### config.mk
export PLATFORM = sky130hd
export DESIGN_NAME = conv_volume_engine
export DESIGN_NICKNAME = d
export VERILOG_FILES = /design/src/rtl/conv_pkg.sv /design/src/rtl/mac_lane.sv /design/src/rtl/conv_volume_engine.sv
export SDC_FILE = /design/constraint.sdc
export NUM_CORES = 2
export LEC_CHECK = 0
export ABC_AREA = 1
export BUFFER_PORTS_ARGS = -buffer_cell sky130_fd_sc_hd__buf_2
export CAP_MARGIN = 20
export CELL_PAD_IN_SITES_DETAIL_PLACEMENT = 1
export CELL_PAD_IN_SITES_GLOBAL_PLACEMENT = 1
export CORE_ASPECT_RATIO = 1.75
export CORE_MARGIN = 3
export CORE_UTILIZATION = 53
export DETAILED_ROUTE_END_ITERATION = 10
export GPL_TIMING_DRIVEN = 0
export PLACE_DENSITY = 0.93
export SLEW_MARGIN = 20
export SYNTH_ARGS = -nofsm -noshare
export SYNTH_HDL_FRONTEND = slang
export SYNTH_SLANG_ARGS = --single-unit
### constraint.sdc
create_clock -name clk -period 17.4 [get_ports clk]
set_input_delay 5.22 -clock clk [delete_from_list [all_inputs] [get_ports clk]]
set_output_delay 5.22 -clock clk [all_outputs]
set_load 0.05 [all_outputs]
### src/rtl/conv_pkg.sv
// Shared definitions for the conv layer engines: FSM states, default widths
// and the output ReLU/saturation stage.
package conv_pkg;

  localparam int DW_DEF    = 16;
  localparam int ACC_W_DEF = 40;
  localparam int FRAC_DEF  = 8;

  typedef enum logic [1:0] {
    IDLE   = 2'd0,
    ACCUM  = 2'd1,
    REDUCE = 2'd2,
    OUT    = 2'd3
  } state_e;

  // Negative sums clamp to 0; positive sums drop FRAC bits and clamp to the
  // largest DW-bit signed value. The caller keeps the low DW bits.
  function automatic logic [63:0] sat_relu(input logic signed [63:0] sum,
                                           input int dw, input int frac);
    logic signed [63:0] sh;
    logic signed [63:0] mx;
    sh = sum >>> frac;
    mx = (64'sd1 <<< (dw - 1)) - 64'sd1;
    if (sum < 0)   return '0;
    if (sh > mx)   return mx;
    return sh;
  endfunction

endpackage

### src/rtl/mac_lane.sv
// One signed multiply-accumulate lane; clear beats enable, accumulator wraps.
module mac_lane #(
  parameter int DW    = 16,
  parameter int ACC_W = 40
) (
  input  logic                    clk,
  input  logic                    rst,
  input  logic                    clr,
  input  logic                    en,
  input  logic signed [DW-1:0]    pixel,
  input  logic signed [DW-1:0]    kernel,
  output logic        [ACC_W-1:0] acc
);

  logic signed [2*DW-1:0] prod;
  logic        [ACC_W-1:0] acc_q;

  assign prod = pixel * kernel;
  assign acc  = acc_q;

  always_ff @(posedge clk or posedge rst) begin
    if (rst)      acc_q <= '0;
    else if (clr) acc_q <= '0;
    else if (en)  acc_q <= acc_q + {{(ACC_W-2*DW){prod[2*DW-1]}}, prod};
  end

endmodule

### src/rtl/conv_volume_engine.sv
// Multi-channel convolution window engine: CH MAC lanes, lane reduction with
// bias, then ReLU/saturation presented on a valid/ready output.
module conv_volume_engine
  import conv_pkg::*;
#(
  parameter int CH    = 3,
  parameter int DW    = DW_DEF,
  parameter int ACC_W = ACC_W_DEF,
  parameter int TAPS  = 9,
  parameter int FRAC  = FRAC_DEF
) (
  input  logic             clk,
  input  logic             rst,
  input  logic             start,
  input  logic [DW-1:0]    bias,
  input  logic             in_valid,
  output logic             in_ready,
  input  logic [CH*DW-1:0] pixel_in,
  input  logic [CH*DW-1:0] kernel_in,
  output logic             out_valid,
  input  logic             out_ready,
  output logic [DW-1:0]    conv_out,
  output logic             busy
);

  localparam int SW = ACC_W + $clog2(CH) + 1;
  localparam int TW = (TAPS > 1) ? $clog2(TAPS) : 1;

  state_e                  state_q, state_d;
  logic [TW-1:0]           tap_q, tap_d;
  logic [DW-1:0]           bias_q;
  logic signed [SW-1:0]    sum_q, sum_d;
  logic [CH-1:0][ACC_W-1:0] acc;
  logic                    beat;

  // start always wins over a beat in the same cycle
  assign in_ready  = (state_q == ACCUM) && !start;
  assign beat      = in_ready && in_valid;
  assign out_valid = (state_q == OUT);
  assign busy      = (state_q != IDLE);
  assign conv_out  = DW'(sat_relu(64'(sum_q), DW, FRAC));

  for (genvar g = 0; g < CH; g++) begin : g_lane
    mac_lane #(.DW(DW), .ACC_W(ACC_W)) u_lane (
      .clk    (clk),
      .rst    (rst),
      .clr    (start),
      .en     (beat),
      .pixel  (pixel_in[g*DW +: DW]),
      .kernel (kernel_in[g*DW +: DW]),
      .acc    (acc[g])
    );
  end

  always_comb begin
    sum_d = {{(SW-DW){bias_q[DW-1]}}, bias_q} <<< FRAC;
    for (int c = 0; c < CH; c++)
      sum_d = sum_d + {{(SW-ACC_W){acc[c][ACC_W-1]}}, acc[c]};
  end

  always_comb begin
    state_d = state_q;
    tap_d   = tap_q;
    if (start) begin
      state_d = ACCUM;
      tap_d   = '0;
    end else begin
      case (state_q)
        ACCUM: if (beat) begin
          if (tap_q == TW'(TAPS-1)) begin
            state_d = REDUCE;
            tap_d   = '0;
          end else begin
            tap_d = tap_q + TW'(1);
          end
        end
        REDUCE:  state_d = OUT;
        OUT:     if (out_ready) state_d = IDLE;
        default: ;
      endcase
    end
  end

  always_ff @(posedge clk or posedge rst) begin
    if (rst) begin
      state_q <= IDLE;
      tap_q   <= '0;
      bias_q  <= '0;
      sum_q   <= '0;
    end else begin
      state_q <= state_d;
      tap_q   <= tap_d;
      if (start) bias_q <= bias;
      if (state_q == REDUCE && !start) sum_q <= sum_d;
    end
  end

endmodule

Word-level counts from Yosys, hierarchy flattened
Index checks and enable logic that the tools add are counted.
- $add $sub $neg: 7
- multipliers: 3
- divide/modulo/power cells: 0
- magnitude comparators: 2
- equal/unequal tests: 7
- shifts and indexed selects: 0
- multiplexer cells: 22
- bitwise logic cells: 0
- reduce and logical (&&, ||, !) cells: 10
- operators by type and width (cell ; count):
    $mux W40 ; 6
    $add A40 B40 Y40 ; 3
    $mul A16 B16 Y32 ; 3
    $mux W16 ; 4
    $add A42 B40 Y43 ; 1
    $lt A43 B1 Y1 const B ; 1
    $add A41 B40 Y42 ; 1
    $add A24 B40 Y41 ; 1
    $gt A35 B16 Y1 const B ; 1
    $mux W4 ; 4
    $mux W2 ; 4
    $ne A3 B2 Y1 const B ; 2
    $pmux W2 S3 ; 1
    $reduce_bool A2 Y1 ; 3
    $add A4 B1 Y4 const B ; 1
    $eq A2 B2 Y1 const B ; 2
    $eq A4 B4 Y1 const B ; 1
    $reduce_and A4 Y1 ; 1
    $reduce_bool A4 Y1 ; 1
    $logic_and A1 B1 Y1 ; 3
    $mux W1 ; 3
    $ne A3 B3 Y1 const B ; 1
    $eq A2 B1 Y1 const B ; 1
    $reduce_and A2 Y1 ; 1
    $logic_not A1 Y1 ; 1
- bits in registers: 185
- bits in latches: 0
- bits in writable memories: 0
- memory bits (read-only): 0
- input port bits: 117
- output and inout port bits: 19
- word-level logic and storage cells: 58
- memories kept: 0

Logic depth before layout (Yosys ltp)
- word-level depth: 6
- depth in mapped cells: 41
- mapped depth without buffers: 39

Cells and area by module
A second synthesis with hierarchy kept.
- cell total of the unflattened synthesis: 7241
- area total of the unflattened synthesis: 51604.5 µm²
- by module, submodules not included (module ; times used ; cells each ; area an instance (µm²) ; seq. area each (µm²)):
    mac_lane at g_lane[0].u_lane ; 1 ; 2102 ; 14871.8 ; 1001.0
    mac_lane at g_lane[1].u_lane ; 1 ; 2042 ; 14624.0 ; 1001.0
    mac_lane at g_lane[2].u_lane ; 1 ; 2027 ; 14619.0 ; 1001.0
    conv_volume_engine ; 1 ; 1070 ; 7489.7 ; 1426.4

Worst setup path after synthesis
OpenSTA, ideal clock, no wires.
- kind: in2reg
- start point: input kernel_in[21]
- end point: register g_lane[1].u_lane.acc_q[37]
- setup time: 0.121 ns
- data arrival time: 11.633 ns
- data required time: 17.279 ns
- slack: 5.646 ns
- stages: 31
- path buffers: 2
- cells stage by stage: clkbuf_1 clkbuf_1 nand2_1 fa_1 inv_1 fa_1 fa_1 fa_1 fa_1 inv_1 fa_1 inv_1 ha_1 nand2_1 inv_1 a21oi_1 nand2_1 a21oi_1 nand2_1 nand2_1 nand2_1 ha_1 nand2_1 nor2_1 inv_1 nor4_2 nand3_1 nand3_1 nand2_1 nand2_1 o21ai_1
- cells in the longest elaborated chain, start to end: 4
- ends and longest elaborated chain (element ; RTL line ; source):
    start: declaration ; conv_volume_engine.sv:19 ; input logic [CH*DW-1:0] kernel_in,
    $mul A16 B16 Y32 ; mac_lane.sv:18 ; assign prod = pixel * kernel;
    $add A40 B40 Y40 ; mac_lane.sv:24 ; else if (en) acc_q <= acc_q + {{(ACC_W-2*DW){prod[2*DW-1]}}, prod};
    $mux W40 ; mac_lane.sv:24 ;
    $mux W40 ; mac_lane.sv:23 ; else if (clr) acc_q <= '0;
    end signal: assignment ; mac_lane.sv:24 ;
    end: declaration ; mac_lane.sv:16 ; logic [ACC_W-1:0] acc_q;
No other way between the ends. The select of a mux whose other input is x is not followed.
A chain may end at the register's enable or synchronous reset.

Worst setup path after layout
- start point: input pixel_in[26]
- end point: register g_lane[1].u_lane.acc_q[39]
- cells in the longest elaborated chain, start to end: 4
- ends and longest elaborated chain (element ; RTL line ; source):
    start: declaration ; conv_volume_engine.sv:18 ; input logic [CH*DW-1:0] pixel_in,
    $mul A16 B16 Y32 ; mac_lane.sv:18 ;
    $add A40 B40 Y40 ; mac_lane.sv:24 ;
    $mux W40 ; mac_lane.sv:24 ;
    $mux W40 ; mac_lane.sv:23 ;
No other way between the ends. The select of a mux whose other input is x is not followed.

==> impl_metrics.tcl <==
set metrics [dict create \
    min_path_type "reg -> reg" \
    finalCriticalPeriod_ns 14.29 \
    holdBufCountCts 0 \
    yosysSeqAreaShare_pct 8.801 \
    run_status "finished, final reports clean" \
    cts_resized 0 \
    portBuffers 56 \
    fin_util_pct 56.41 \
    post_cts_buffers 0 \
    synthesis.area_sq_um 50320 \
    clock_path_buffers 2 \
    endpoint_kind "flop" \
    fin_skew_ns 0.01585 \
    ys_warn_count 0 \
    syn_nets 8334 \
    synth_cells 6935 \
    synth_top_cell_by_area "fa_1" \
    dr.pass1.iters 6 \
    cts_buffers 17 \
    final_antenna_net_count 0 \
    gp_congestion 1.021 \
    finalSetupTns_ns 0 \
    holdPathStages 2 \
    cp_slowest_cell "clkbuf_1" \
    finalHoldViolations 0 \
    crit_top_cell "nand2_1" \
    grtUsageMet1_pct 39.55 \
    post-route-period-util_pct 82.14 \
    timing.fmax_mhz 69.97 \
    drcViolationCount 0 \
    cp.required_ns 17.79 \
    yosys-top-cells-area "fa_1, nand2_1, inv_1, ha_1, dfrtp_1" \
    cp-start-kind "input pin" \
    cts_tree "done" \
    setup-violations-final 0 \
    rr_worst_depth 12 \
    drt_iter0_drc 3010 \
    vias_per_cell 5.917 \
    rsz0062_at_grt "no" \
    grt_max_degree 94 \
    reg2reg_from "bias_q[15]" \
    io_pins 136 \
    initial_core_util_pct 53.81 \
    post_synth_num_cell_types 58 \
    synth_top_area_share_pct 34.25 \
    areaGrowthSynthToFinish_pct 4.831 \
    yosys.cell_count.top_type "nand2_1" \
    post_drt_wl_per_cell_um 26.02 \
    cp.arrival_ns 14.68 \
    first_global_vias 57090 \
    die_width_um 238.9 \
    path_clk_slew_ns 0.08 \
    core_area_sq_um 93510 \
    min_to "sum_q[33]" \
    grt_antenna_before_repair 15 \
    htree_levels 4 \
    max_cap_violations 0 \
    worst_slew_pin_slew_ns 1.125 \
    finalInstanceArea_sq_um 52760 \
    grt_util_met2_pct 75.63 \
    synth_flop_cell "dfrtp_1" \
    pre_cts_slack_ns 3.347 \
    rrSetupSlack_ns 13.01 \
    root_buffer "clkbuf_16" \
    grt_pass1_wl_um 327000 \
    die_h_um 413.6 \
    yosys-top-cells-count "nand2_1, inv_1, fa_1, nor2_1, ha_1" \
    path_class "in -> reg" \
    place_area_sq_um 52140 \
    worstPathMaxFanout 10 \
    busiest_layer "met2" \
    finalWirelength_um 214100 \
    grt_overflow 0 \
    async_reset_ff_share_pct 100.0 \
    synth_seq_cells 177 \
    slew_viol_final 0 \
    rows 148 \
    fin_ws_ns 3.108 \
    cts_sinks 177 \
    r2r-end "sum_q[37]" \
    die-area_sq_um 98830 \
    via_count 48700 \
    nets 8410 \
    track_usage_pct 44.60 \
    cp_slowest_stage_delay_ns 0.90 \
    place_hpwl_um 184100 \
    syn_area_per_cell_sq_um 7.257 \
    worst_hold_startpoint "sum_q[33]" \
    grtUsageMet3_pct 13.85 \
    clock_latency_ns 0.50 \
    synth_edf_count 0 \
    drive_above_1_share_pct 2.933 \
    slew_headroom_pct 24.99 \
]
==> worst max-delay path, delay by kind of cell <==
kind                       cells  cell delay (ns)
adders and majority gates      8             4.28
and+or+nand+nor               18             2.91
buffers and inverters         10             2.03
AOI/OAI and AO/OA              1             0.22
==> layout make-up <==
type / instances / area, sq um
diodes: 6 / 15.01
plain buffers: 214 / 830.8
clock buffers: 19 / 442.9
clock inverters: 13 / 152.6
fillers: 12320 / 40760
inverters: 1694 / 6366
multi-input cells: 4850 / 38710
flip-flops and latches: 177 / 4431
well taps: 1200 / 1501
repair buffers: 57 / 307.8
==> flip-flops by register name, summed over array words and instances, names as in the netlist <==
signal / flops
bias_q: 16
tap_q: 4
state_q: 2
sum_q: 35
g_lane.u_lane.acc: 120
==> logic make-up (layout without fill, tap and decap cells) <==
| logic type | Yosys count | after routing | synth area share [%] |
|---|---|---|---|
| compound gates | 799 | 799 | 8.993 |
| buf+inv | 1908 | 1997 | 14.28 |
| flops | 177 | 177 | 8.801 |
| xor+xnor | 108 | 108 | 1.880 |
| fa+ha+maj | 1282 | 1282 | 44.72 |
| simple gates | 2660 | 2660 | 21.32 |
| other cells | 1 | 7 | 0.007452 |
==> through the flow <==
| stage | instances | hold WS (ns) |
|---|---|---|
| floorplan | 6935 | 0.4454 |
| global placement | 8191 | 0.4632 |
| detailed placement | 8192 | 0.4733 |
| CTS | 8224 | 0.4940 |
| global route | 8224 | 0.5218 |
| finish | 8230 | 0.4898 |
==> worst max-delay path by stage <==
stage,slack [ns],depth (start not counted),to,startpoint
final,3.11,37,g_lane[1].u_lane.acc[39],pixel_in[26]
after global routing,2.83,35,g_lane[1].u_lane.acc[35],pixel_in[26]
after CTS,3.85,31,g_lane[0].u_lane.acc[38],kernel_in[5]
after detailed placement,3.35,32,g_lane[0].u_lane.acc[38],kernel_in[5]
after global placement,3.85,33,g_lane[1].u_lane.acc[35],pixel_in[23]
after floorplan,5.65,31,g_lane[1].u_lane.acc[37],kernel_in[21]
==> cell usage in the layout (no fill, tap or decap), drive strengths merged, types with 49 or more instances in the layout <==
cell,n
a21oi,320
nor3,49
a31oi,49
nand2,1845
ha,421
buf,76
o21ai,293
clkbuf,214
inv,1697
fa,861
dfrtp,177
xor2,79
nand3,190
nor2,475
==> layer usage <==
metal | part of all wire [%] | wire (um)
met5 | 0.042 | 90
met3 | 7.3 | 15730
met2 | 49 | 104100
met1 | 30 | 65160
met4 | 14 | 29070
Power is not shown: default switching activity piles up to over one toggle a cycle in this logic, so the estimate is an artifact.
